==> src/rtl/alarm_pkg.sv <==
// Shared definitions for the multi-channel alarm editor.
// Contents: edit-state encoding, display nibble codes, field moduli,
// the mode-button state sequence and a binary to two-digit BCD helper.
package alarm_pkg;

  typedef enum logic [2:0] {
    S_IDLE    = 3'd0,
    S_SEL     = 3'd1,
    S_SET_HR  = 3'd2,
    S_SET_MIN = 3'd3,
    S_SET_EN  = 3'd4
  } state_e;

  localparam logic [3:0] SEP_NIBBLE   = 4'hE;
  localparam logic [3:0] BLANK_NIBBLE = 4'hF;
  localparam int         HR_MOD       = 24;
  localparam int         MIN_MOD      = 60;

  // Order in which the mode button walks the editor.
  function automatic state_e next_mode(input state_e s);
    case (s)
      S_IDLE:    next_mode = S_SEL;
      S_SEL:     next_mode = S_SET_HR;
      S_SET_HR:  next_mode = S_SET_MIN;
      S_SET_MIN: next_mode = S_SET_EN;
      default:   next_mode = S_IDLE;
    endcase
  endfunction

  // Values are held in binary and always lie in 0..59, so both digits fit.
  function automatic logic [7:0] bin2bcd(input logic [6:0] v);
    bin2bcd = {4'(v / 7'd10), 4'(v % 7'd10)};
  endfunction

endpackage

==> src/rtl/alarm_set_multi_button_pulse.sv <==
// button_pulse: conditions one raw push button.
// A 2-FF synchroniser feeds a debouncer whose accepted level changes only
// after DEBOUNCE_MS consecutive synchronised samples disagree with it.
// A one-cycle pulse marks each accepted 0->1 transition.
// Ports:
//   clk_1khz  system clock
//   rst       asynchronous active-high reset
//   en_i      enable; when low everything holds and no pulse is produced
//   btn_i     raw button input
//   pulse_o   one-cycle pulse per accepted press
module button_pulse #(
  parameter int DEBOUNCE_MS = 20
) (
  input  logic clk_1khz,
  input  logic rst,
  input  logic en_i,
  input  logic btn_i,
  output logic pulse_o
);

  localparam int CNT_W = (DEBOUNCE_MS > 1) ? $clog2(DEBOUNCE_MS) : 1;
  localparam logic [CNT_W-1:0] CNT_MAX = CNT_W'(DEBOUNCE_MS - 1);

  logic             sync1_q;
  logic             sync2_q;
  logic             level_q;
  logic             pulse_q;
  logic [CNT_W-1:0] cnt_q;

  always_ff @(posedge clk_1khz or posedge rst) begin
    if (rst) begin
      sync1_q <= 1'b0;
      sync2_q <= 1'b0;
      level_q <= 1'b0;
      pulse_q <= 1'b0;
      cnt_q   <= '0;
    end else if (en_i) begin
      sync1_q <= btn_i;
      sync2_q <= sync1_q;
      pulse_q <= 1'b0;
      if (sync2_q == level_q) begin
        // Any agreeing sample restarts the stability run.
        cnt_q <= '0;
      end else if (cnt_q == CNT_MAX) begin
        cnt_q   <= '0;
        level_q <= sync2_q;
        pulse_q <= sync2_q;
      end else begin
        cnt_q <= cnt_q + CNT_W'(1);
      end
    end else begin
      // Drop a pending pulse so nothing is replayed once enable returns.
      pulse_q <= 1'b0;
    end
  end

  assign pulse_o = pulse_q;

endmodule

==> src/rtl/alarm_set_multi.sv <==
// alarm_set_multi: editor for NUM_ALARMS alarm times plus enable flags.
// Three buttons drive an IDLE/SEL/HR/MIN/EN editor; the field being
// edited blinks on the display.
// Ports:
//   clk_1khz       1 kHz system clock
//   rst            asynchronous active-high reset
//   en             block enable; when low all state holds
//   btn_mode       raw button, advances the edit state
//   btn_add        raw button, increments the edited field
//   btn_clr        raw button, zeroes the edited field
//   display_out    8 nibbles: hr_t hr_o E min_t min_o E sel en[sel]
//   alarm_bcd_out  per alarm {hr_t,hr_o,min_t,min_o}, alarm k at [16k+15:16k]
//   alarm_en_out   per-alarm enable flags
//   editing        high whenever the editor is not idle
module alarm_set_multi
  import alarm_pkg::*;
#(
  parameter int NUM_ALARMS  = 4,
  parameter int BLINK_MS    = 300,
  parameter int DEBOUNCE_MS = 20
) (
  input  logic                    clk_1khz,
  input  logic                    rst,
  input  logic                    en,
  input  logic                    btn_mode,
  input  logic                    btn_add,
  input  logic                    btn_clr,
  output logic [31:0]             display_out,
  output logic [16*NUM_ALARMS-1:0] alarm_bcd_out,
  output logic [NUM_ALARMS-1:0]   alarm_en_out,
  output logic                    editing
);

  localparam int IDX_W   = (NUM_ALARMS > 1) ? $clog2(NUM_ALARMS) : 1;
  localparam int BLINK_W = (BLINK_MS > 1) ? $clog2(BLINK_MS) : 1;

  logic mode_pulse, add_pulse, clr_pulse;

  button_pulse #(.DEBOUNCE_MS(DEBOUNCE_MS)) u_btn_mode (
    .clk_1khz(clk_1khz), .rst(rst), .en_i(en), .btn_i(btn_mode), .pulse_o(mode_pulse)
  );
  button_pulse #(.DEBOUNCE_MS(DEBOUNCE_MS)) u_btn_add (
    .clk_1khz(clk_1khz), .rst(rst), .en_i(en), .btn_i(btn_add), .pulse_o(add_pulse)
  );
  button_pulse #(.DEBOUNCE_MS(DEBOUNCE_MS)) u_btn_clr (
    .clk_1khz(clk_1khz), .rst(rst), .en_i(en), .btn_i(btn_clr), .pulse_o(clr_pulse)
  );

  state_e               state_q;
  state_e               state_d;
  logic                 editing_q;
  logic [IDX_W-1:0]     sel_q;
  logic [4:0]           hr_q  [NUM_ALARMS];
  logic [5:0]           min_q [NUM_ALARMS];
  logic [NUM_ALARMS-1:0] en_q;
  logic [BLINK_W-1:0]   blink_cnt_q;
  logic                 blink_hidden_q;

  assign state_d = next_mode(state_q);

  // Editor FSM, alarm storage and blink timer share one clocked process.
  // Priority within a cycle: mode, then clr, then add.
  always_ff @(posedge clk_1khz or posedge rst) begin
    if (rst) begin
      state_q        <= S_IDLE;
      editing_q      <= 1'b0;
      sel_q          <= '0;
      en_q           <= '0;
      blink_cnt_q    <= '0;
      blink_hidden_q <= 1'b0;
      for (int k = 0; k < NUM_ALARMS; k++) begin
        hr_q[k]  <= '0;
        min_q[k] <= '0;
      end
    end else if (en) begin
      if (mode_pulse) begin
        state_q   <= state_d;
        editing_q <= (state_d != S_IDLE);
      end else if (clr_pulse) begin
        case (state_q)
          S_SEL:     sel_q         <= '0;
          S_SET_HR:  hr_q[sel_q]   <= '0;
          S_SET_MIN: min_q[sel_q]  <= '0;
          S_SET_EN:  en_q[sel_q]   <= 1'b0;
          default:   ;
        endcase
      end else if (add_pulse) begin
        case (state_q)
          S_SEL:
            sel_q <= (sel_q == IDX_W'(NUM_ALARMS - 1)) ? '0 : sel_q + IDX_W'(1);
          S_SET_HR:
            hr_q[sel_q] <= (hr_q[sel_q] == 5'(HR_MOD - 1)) ? '0 : hr_q[sel_q] + 5'd1;
          S_SET_MIN:
            min_q[sel_q] <= (min_q[sel_q] == 6'(MIN_MOD - 1)) ? '0 : min_q[sel_q] + 6'd1;
          S_SET_EN:
            en_q[sel_q] <= ~en_q[sel_q];
          default: ;
        endcase
      end

      // Any user action restarts the blink so the new value is seen at once.
      if (mode_pulse || add_pulse || clr_pulse || state_q == S_IDLE) begin
        blink_cnt_q    <= '0;
        blink_hidden_q <= 1'b0;
      end else if (blink_cnt_q == BLINK_W'(BLINK_MS - 1)) begin
        blink_cnt_q    <= '0;
        blink_hidden_q <= ~blink_hidden_q;
      end else begin
        blink_cnt_q <= blink_cnt_q + BLINK_W'(1);
      end
    end
  end

  // Display of the selected alarm, with the edited field blanked when hidden.
  logic [7:0] sel_hr_bcd, sel_min_bcd;
  logic       blank;

  always_comb begin
    sel_hr_bcd  = bin2bcd({2'b00, hr_q[sel_q]});
    sel_min_bcd = bin2bcd({1'b0, min_q[sel_q]});
    blank       = blink_hidden_q && en && (state_q != S_IDLE);
    display_out = {sel_hr_bcd, SEP_NIBBLE, sel_min_bcd, SEP_NIBBLE,
                   4'(sel_q), {3'b000, en_q[sel_q]}};
    if (blank) begin
      case (state_q)
        S_SEL:     display_out[7:4]   = BLANK_NIBBLE;
        S_SET_HR:  display_out[31:24] = {BLANK_NIBBLE, BLANK_NIBBLE};
        S_SET_MIN: display_out[19:12] = {BLANK_NIBBLE, BLANK_NIBBLE};
        S_SET_EN:  display_out[3:0]   = BLANK_NIBBLE;
        default:   ;
      endcase
    end
  end

  for (genvar k = 0; k < NUM_ALARMS; k++) begin : g_alarm_bcd
    assign alarm_bcd_out[16*k +: 16] = {bin2bcd({2'b00, hr_q[k]}), bin2bcd({1'b0, min_q[k]})};
  end

  assign alarm_en_out = en_q;
  assign editing      = editing_q;

endmodule

==> config.mk <==
export PLATFORM = sky130hd
export DESIGN_NAME = alarm_set_multi
export DESIGN_NICKNAME = d
export VERILOG_FILES = /design/src/rtl/alarm_pkg.sv /design/src/rtl/alarm_set_multi_button_pulse.sv /design/src/rtl/alarm_set_multi.sv
export SDC_FILE = /design/constraint.sdc
export NUM_CORES = 1
export LEC_CHECK = 0
export ABC_AREA = 1
export CAP_MARGIN = 40
export CELL_PAD_IN_SITES_DETAIL_PLACEMENT = 2
export CELL_PAD_IN_SITES_GLOBAL_PLACEMENT = 2
export CORE_ASPECT_RATIO = 0.9
export CORE_MARGIN = 10
export CORE_UTILIZATION = 31
export DETAILED_ROUTE_END_ITERATION = 6
export GPL_ROUTABILITY_DRIVEN = 0
export PLACE_DENSITY_LB_ADDON = 0.08
export SYNTH_ARGS = -nofsm -noshare
export SYNTH_HDL_FRONTEND = slang
export SYNTH_HIERARCHICAL = 1
export SYNTH_SLANG_ARGS = --single-unit
==> constraint.sdc <==
create_clock -name clk_1khz -period 3.45 [get_ports clk_1khz]
set_input_delay 0.5175 -clock clk_1khz [delete_from_list [all_inputs] [get_ports clk_1khz]]
set_output_delay 0.5175 -clock clk_1khz [all_outputs]
set_load 0.05 [all_outputs]
==> impl_metrics.csv <==
group,metric,value,unit
status,status,"complete, but fails checks",
floorplan,die_h,164,um
synth,ys_types,46,
clock_network,cts_max_level,3,
finish,nNetsFinal,1208,
critical_path,crit_path_max_incr_delay,0.39,ns
critical_path,cp.buffers_inverters,6,
critical_path,crit_path_cell_trace,"buf_6, buf_12, nand2_4, a32oi_4, buf_6, ha_4, inv_2, nor2_4, nand2_2, nand2_4, buf_6, nor2_4, a21oi_4, nand3_2, nand3_4, o21ai_2, a21o_1, buf_12",
sta,fin_crit_sh,1.03,
synth,ys_async_sr_fraction,1.00,
sta,fmax,280,MHz
finish,final_common_cell,"nand2_1",
floorplan,start_util,0.315,
finish,diodes,0,
clock_network,clock_sinks,91,
flow_run,drv_cap,0,
clock_network,cts_buffers,9,
clock_network,ctsRootBufferMaster,"clkbuf_16",
power_and_ir_drop,power_density,436,mW/mm^2
synth,synth_edf_count,0,
critical_path,crit_fanout,6,
critical_path,cp-start-kind,"register",
finish,num-fill-cells,2486,
clock_network,cts_tree,"done",
clock_network,clk_pin_slew,0.07,ns
placement,pre_cts_ws,0.0938,ns
status,violations,"negative setup slack",
synth,syn_area,0.00710,sq mm
sta,fin_tns_setup,-0.525,ns
placement,placed_area,0.00892,sq mm
finish,final_cell_mix,"184 x nand2_1, 119 x inv_1, 107 x buf_4",
clock_network,cts.path.max_buffers,2,
critical_path,crit_path_end_kind,"primary output",
sta,clock_skew,0.00752,ns
synth,avgSynthCellArea,7.22,sq um
sta,drv_slew,0,
placement,dp_hpwl,19700,um
critical_path,arrival,3.05,ns
sta,min_period,3.57,ns
floorplan,ioPinCount,107,
critical_path,crit_top_cell,"buf_6",
synth,ys_seq_elements,91,
grt,grt_max_degree,51,
grt,first_global_vias,7806,
floorplan,core,0.0225,sq mm
clock_network,clk_latency,0.36,ns
worst_hold_path,hold_class,"register to register",
grt,grt.total_usage,0.177,
detailed_routing,wire_per_inst,20.3,um
critical_path,slowest_stage,"dfrtp_1",
detailed_routing,num_vias,7355,
finish,drive_above_1_share,0.358,
grt,grt_pass1_wl,43000,um
critical_path,cp.required,2.93,ns
sta,fin_ws,-0.117,ns
detailed_routing,drt_iter0_drc,335,
power_and_ir_drop,power.total,4.67,mW
sta,hold_viol_final,0,
sta,slew_headroom,0.394,
floorplan,dieArea,0.0294,sq mm
finish,area_delta_synth_final,50.8,%
floorplan,core.rowCount,52,
power_and_ir_drop,irDropWorstVdd,0.379,mV
synth,synth_warnings,6,
placement,portBuffers,86,
detailed_routing,via_per_inst,5.03,
detailed_routing,ant_nets,0,
sta,finalSetupViolCount,6,
sta,rsz0062_at_grt,"true",
grt,antenna_found_initial,0,
finish,fin_area,0.0107,sq mm
synth,yosysSeqAreaShare,0.321,
synth,synthFlopType,"dfrtp_1",
power_and_ir_drop,p_leak,5.15,nW
finish,final_core_util,0.475,
synth,syn_inst,983,
detailed_routing,wl,29700,um
detailed_routing,drc,0,
critical_path,path_delay_family,"buffers and inverters",
grt,grt_overflow,0,
sta,tightest_slew,0.899,ns
detailed_routing,drt_first_pass_iters,4,
critical_path,path_class,"register to primary output",
floorplan,die_x,179,um
[routing by layer]
metal	wire [um]	track usage
met5	0	0
met4	293	0.0274
met3	1130	0.0358
met2	15500	0.315
met1	12800	0.221
[where the power goes]
| group | leakage (nW) | total [mW] | internal (mW) | switching, mW |
|---|---|---|---|---|
| sequential | 1.12 | 1.25 | 1.15 | 0.0974 |
| clock | 0.171 | 1.20 | 0.732 | 0.472 |
| combinational | 3.86 | 2.21 | 0.878 | 1.34 |
| total | 5.15 | 4.67 | 2.76 | 1.91 |
[state kept, by name (all words and copies together) (netlist names), 2 cells and up]
register / count
alarm_en_out: 4
u_btn_mode/cnt_q: 5
blink_cnt_q: 9
u_btn_clr/cnt_q: 5
u_btn_add/cnt_q: 5
sel_q: 2
min_q: 24
hr_q: 20
state_q: 3
[cell usage after synthesis, types with 8 or more instances]
library cell | count | share of area
nor3_1 | 9 | 0.0063
nor2_1 | 72 | 0.038
nand3_1 | 62 | 0.044
a21oi_1 | 26 | 0.018
nand3_2 | 12 | 0.017
nand2_2 | 20 | 0.018
o22ai_1 | 36 | 0.032
buf_6 | 8 | 0.013
o21ai_0 | 62 | 0.044
xor2_1 | 24 | 0.030
o21ai_1 | 11 | 0.0078
nand4_1 | 18 | 0.016
buf_4 | 33 | 0.035
nand2_1 | 228 | 0.12
ha_1 | 40 | 0.071
dfrtp_1 | 91 | 0.32
inv_2 | 8 | 0.0042
inv_1 | 152 | 0.080
[cell families (layout without fill, tap and decap cells)]
kind of cell               after synthesis  in the layout  synth area share
DFF                                     91             91             0.321
muxes                                    4              4           0.00564
other                                    2             20           0.00106
xor gates and xnor gates                26             26            0.0331
and+or+nand+nor                        455            455             0.301
buffers and inverters                  207            372             0.137
adders and majority gates               40             40            0.0705
AOI/OAI and AO/OA                      158            158             0.131
[per-stage QoR]
| step | hold WS [ns] | cells |
|---|---|---|
| floorplan | 0.345 | 1001 |
| global placement | 0.462 | 1367 |
| detailed placement | 0.465 | 1367 |
| CTS | 0.484 | 1420 |
| global route | 0.524 | 1463 |
| finish | 0.486 | 1463 |
[final cells by class]
type                            count  area (sq um)  share of cell area
Clock buffer                       10           239              0.0223
Inverter                          163           643              0.0601
Sequential cell                    91          2290               0.214
Timing Repair inverter              1          8.76            0.000818
Tap cell                          297           372              0.0347
Clock inverter                      5           110              0.0103
Multi-Input combinational cell    703          4870               0.455
Timing Repair Buffer              193          2170               0.203
[repair_timing]
action / CTS / global route
resized for setup: 91 / 118
cloned: 1 / 1
setup buffers: 37 / 42
setup endpoints to repair: 21 / 30
pin swaps: 39 / 57
hold buffers: 0 / 0
[worst register-to-register path, stage by stage, from the launching register on]
cell     delay [ns]
dfrtp_1        0.41
buf_6          0.15
buf_8          0.14
nand2_4        0.06
a32oi_2        0.12
buf_4          0.15
buf_4          0.12
buf_4          0.15
ha_1           0.24
a41oi_1        0.46
nand3_1        0.38
o22ai_1        0.29
[worst paths after layout]
| kind | start | endpoint | slack, ns | cells past startpoint |
|---|---|---|---|---|
| min | u_btn_clr/sync1_q | u_btn_clr/sync1_q | 0.49 | 2 |
| max reg2reg | sel_q[0] | min_q[3] | 0.66 | 11 |
| min reg2reg | u_btn_clr/sync1_q | u_btn_clr/sync1_q | 0.49 | 2 |
| max | sel_q[0] | display_out[25] | -0.12 | 18 |
| min in group asynchronous | rst | blink_cnt_q[0] | 0.59 | 2 |
| max in group asynchronous | rst | hr_q[17] | 2.22 | 3 |
Power figures use the tool's default switching activity.
